$ cat config.mk
export PLATFORM = sky130hd
export DESIGN_NAME = instr_issue
export DESIGN_NICKNAME = d
export VERILOG_FILES = /design/src/rtl/instr_issue.sv
export SDC_FILE = /design/constraint.sdc
export NUM_CORES = 1
export LEC_CHECK = 0
export ABC_AREA = 1
export CORE_UTILIZATION = 25
export DETAILED_ROUTE_END_ITERATION = 8
export SYNTH_ARGS = -nofsm -noshare
export SYNTH_HDL_FRONTEND = slang
export SYNTH_SLANG_ARGS = --single-unit
$ cat constraint.sdc
create_clock -name clk -period 6.17 [get_ports clk]
set_clock_uncertainty 0.15 [all_clocks]
set_input_delay 1.234 -clock clk [delete_from_list [all_inputs] [get_ports clk]]
set_output_delay 1.234 -clock clk [all_outputs]
set_load 0.05 [all_outputs]
$ cat src/rtl/instr_issue.sv
// Single-entry instruction issue stage with a 16-register busy scoreboard.
// Holds one decoded instruction and presents it downstream once its registers are free.
module instr_issue (
  input  logic        clk,
  input  logic        rst_n,
  input  logic        instr_valid,
  input  logic [31:0] instr,
  output logic        instr_ready,
  output logic        issue_valid,
  input  logic        issue_ready,
  output logic [3:0]  opcode,
  output logic [3:0]  dest_sel,
  output logic [3:0]  src1_sel,
  output logic [3:0]  src2_sel,
  output logic [15:0] imm,
  input  logic        wb_valid,
  input  logic [3:0]  wb_dest,
  output logic [15:0] busy,
  output logic [7:0]  stall_cnt
);

  typedef enum logic [1:0] {S_IDLE, S_HOLD, S_STALL} state_e;

  state_e      state_q, state_d;
  logic [31:0] instr_q, instr_d;
  logic [15:0] busy_q, busy_d;
  logic [7:0]  stall_q, stall_d;

  logic [15:0] wb_mask;
  logic [15:0] busy_eff;
  logic        held;
  logic        hazard;
  logic        fire;
  logic        accept;

  assign opcode    = instr_q[31:28];
  assign dest_sel  = instr_q[27:24];
  assign src1_sel  = instr_q[23:20];
  assign src2_sel  = instr_q[19:16];
  assign imm       = instr_q[15:0];
  assign busy      = busy_q;
  assign stall_cnt = stall_q;

  // A writeback landing this cycle releases its register immediately.
  assign wb_mask  = wb_valid ? (16'h0001 << wb_dest) : 16'h0000;
  assign busy_eff = busy_q & ~wb_mask;
  assign held     = (state_q != S_IDLE);
  assign hazard   = (opcode != 4'h0) &&
                    (busy_eff[src1_sel] || busy_eff[src2_sel] || busy_eff[dest_sel]);

  always_ff @(posedge clk or negedge rst_n) begin
    if (!rst_n) begin
      state_q <= S_IDLE;
      instr_q <= 32'h0;
      busy_q  <= 16'h0;
      stall_q <= 8'h0;
    end else begin
      state_q <= state_d;
      instr_q <= instr_d;
      busy_q  <= busy_d;
      stall_q <= stall_d;
    end
  end

  always_comb begin
    state_d = state_q;
    case (state_q)
      S_IDLE: begin
        if (accept) state_d = S_HOLD;
      end
      S_HOLD, S_STALL: begin
        if (fire && accept)  state_d = S_HOLD;
        else if (fire)       state_d = S_IDLE;
        else if (hazard)     state_d = S_STALL;
        else                 state_d = S_HOLD;
      end
      default: state_d = S_IDLE;
    endcase
  end

  // instr_ready follows issue_ready combinationally so a slot freed by fire refills at once.
  always_comb begin
    issue_valid = held && !hazard;
    fire        = issue_valid && issue_ready;
    instr_ready = rst_n && (!held || fire);
    accept      = instr_valid && instr_ready;
  end

  always_comb begin
    instr_d = accept ? instr : instr_q;
    busy_d  = busy_eff;
    if (fire && (opcode != 4'h0)) busy_d[dest_sel] = 1'b1;
    stall_d = stall_q;
    if (held && hazard && (stall_q != 8'hFF)) stall_d = stall_q + 8'h01;
  end

endmodule

==> impl_metrics.yaml <==
setup_path:
  cpMaxStageDelayCell: "clkdlybuf4s50_1"
  required_ps: 4790
  max_stage_delay_ps: 830
  start_kind: "input port"
  arrival_ps: 3940
  cpMostUsedCell: "nor2_1"
  crit_chain: "clkdlybuf4s50_1, inv_2, nor2_1, nand2_1, nand2_1, o21ai_1, nor2_1, nor2_1, nor2_1, nand2_1, nor2_4, a21boi_2, nor2_1, clkdlybuf4s50_1"
  crit_path_end_kind: "output port"
  crit_type: "in -> out"
  crit_fanout: 9
  r2r_cells: 16
logic_synthesis:
  synthesis.area_um2: 3260
  syn-num-nets: 475
  async_flop_share: 1.00
  synth_top_cell_by_area: "dfrtp_1"
  synth_ff_type: "dfrtp_1"
  synth-edff-count: 0
  ys_seq_area_frac: 0.446
  ys_warn_count: 0
  synth.cells.most_frequent: "141 x nand2_1, 100 x nand3_1, 58 x dfrtp_1"
  synth.most_common_cell: "nand2_1"
  syn_area_per_cell_um2: 7.56
  synthCells: 431
  ys_ff_latch: 58
  synth_top_area_frac: 0.446
  ys_types: 32
  synth.area.top_cells: "dfrtp_1 45%, nand2_1 16%, nand3_1 15%, inv_1 3.7%, o21ai_0 3.2%"
die:
  dieArea_um2: 13500
  fp.dieW_um: 116
  rows: 41
  coreArea_um2: 12700
  die_h_um: 116
  initial_core_util: 0.257
  io_pins: 99
cts:
  cts_max_path_buffers: 2
  cts_max_level: 3
  numCtsBuffers: 9
  cts_sinks: 58
  cts-hold-fix-buffers: 0
  cts_tree: "yes"
  cts.reportedPaths.clkPinSlew_ps: 50
  postCtsSetupRepairBufs: 0
  clk_latency_ps: 320
  cts_resized: 0
  clockRootBuffer: "clkbuf_16"
final_layout:
  diodes: 0
  syn_to_final_growth_pct: 44.7
  drive_above_1_share: 0.0713
  layout.cells.non_filler: 705
  fin_nets: 572
  post-route-util: 0.372
power:
  p_seq_frac: 0.250
  p_leak_nw: 2.17
  internal_power_mw: 1.45
  powerDensity_nw_per_um2: 621
  max-vdd-ir-drop_v: 0.000331
  clock_power_share: 0.191
  swShare: 0.505
  pwr-share-comb: 0.559
  p_switching_mw: 1.48
route:
  drtIter0Drc: 305
  avgRoutedWirePerCell_um: 13.9
  dr.pass1.iters: 5
  via_count: 3334
  detail-route-antenna-nets: 0
  viasPerCell: 4.73
  drt_wl_total_mm: 9.83
  drc_errors: 0
placed_design:
  dp_cells: 689
  gp_congestion: 0.940
  hpwlAfterDp_mm: 7.17
  post-place-ws_ps: 888
  portBuffers: 98
grt:
  grt_pass1_wl_mm: 16.2
  grt_usage: 0.156
  gr-total-overflow: 0
  grt_pass1_vias: 3275
  grt_start_max_net_pins: 61
  antenna_found_initial: 0
hold_path:
  min_path_cells: 2
  hold_path_class: "reg -> reg"
flow_run:
  drv_cap: 0
sta:
  relSlewSlack: 0.452
  final.setup.tns_ps: 0
  hold_slack_ps: 314
  worst_slack_ps: 849
  slew_viol_final: 0
  hold_viol: 0
  rsz0062_at_grt: "no"
  worst_pin_slew_ps: 819
  fin_crit_sh: 0.862
  setup_violations: 0
  final.min_clock_period_ps: 5320
  fmax_mhz: 188
status:
  status: "completed"
-- through the flow --
step | area [µm²] | total power [mW]
3_3_place_gp | 4370 | 2.35
2_1_floorplan | 3260 | 1.84
3_5_place_dp | 4370 | 2.37
5_1_grt | 4710 | 3.11
6_report | 4710 | 2.93
4_1_cts | 4710 | 2.94
-- registers in the layout, indices dropped and copies added (netlist names) --
signal and count:
stall_cnt 8, instr_q 32, state_q 2, busy 16
-- final cells by class --
type	count	area, µm²
multi-input cells	324	1570
well taps	172	215
fillers	1334	7960
clock buffers	12	267
flip-flops and latches	58	1450
repair buffers	101	1010
inverters	34	129
clock inverters	4	72.6
-- kinds of logic (layout without fill, tap and decap cells) --
group / Yosys count / count (layout) / synth area share
buffers and inverters: 49 / 151 / 0.0722
AO/OA/AOI/OAI: 32 / 32 / 0.0588
AND/OR/NAND/NOR: 282 / 282 / 0.393
adder cells (fa/ha/maj): 3 / 3 / 0.0115
flip-flops: 58 / 58 / 0.446
XOR/XNOR: 7 / 7 / 0.0188
-- worst paths after layout --
kind | startpoint | end | slack [ps]
setup reg to reg | instr_q[20]$_DFFE_PN0P_ | instr_q[16]$_DFFE_PN0P_ | 3100
hold reg to reg | instr_q[12]$_DFFE_PN0P_ | instr_q[12]$_DFFE_PN0P_ | 310
hold / removal | instr_q[12]$_DFFE_PN0P_ | instr_q[12]$_DFFE_PN0P_ | 310
setup / recovery | wb_dest[2] | issue_valid | 850
min in group asynchronous | rst_n | stall_cnt[1]$_DFFE_PN0P_ | 910
max in group asynchronous | rst_n | instr_q[15]$_DFFE_PN0P_ | 4450
-- worst max-delay path, delay by kind of cell --
family                 cells  cell delay, ps
AOI/OAI and AO/OA          2             160
buffers and inverters      3            1620
and+or+nand+nor            9             910
-- cell usage in the layout (no fill, tap or decap), types with 2 or more instances in the layout --
cell type and n:
a21oi_1 3, buf_4 3, bufinv_16 2, clkbuf_16 9, clkbuf_8 3, clkdlybuf4s50_1 96, clkinv_2 2, dfrtp_1 58
ha_1 3, inv_1 32, nand2_1 141, nand2_2 3, nand3_1 100, nand4_1 2, nor2_1 24, nor2_2 2
nor2_4 4, o21ai_0 21, o21ai_1 2, xnor2_1 3, xor2_1 4
-- power by group through the flow --
stage / combinational, mW / clock [mW] / sequential [mW]
3_5_place_dp: 1.64 / 0 / 0.735
4_1_cts: 1.64 / 0.571 / 0.733
2_1_floorplan: 0.650 / 0 / 1.19
5_1_grt: 1.76 / 0.592 / 0.758
3_3_place_gp: 1.62 / 0 / 0.732
6_report: 1.63 / 0.558 / 0.733
-- layer usage --
metal | vias up | track usage | wire length [µm]
li1 | 1602 | - | -
met1 | 1547 | 0.202 | 4410
met2 | 169 | 0.247 | 4260
met4 | 0 | 0.0521 | 116
met5 | - | 0 | 0
met3 | 16 | 0.0472 | 1050
No activity file was read; power rests on OpenSTA's default activity.
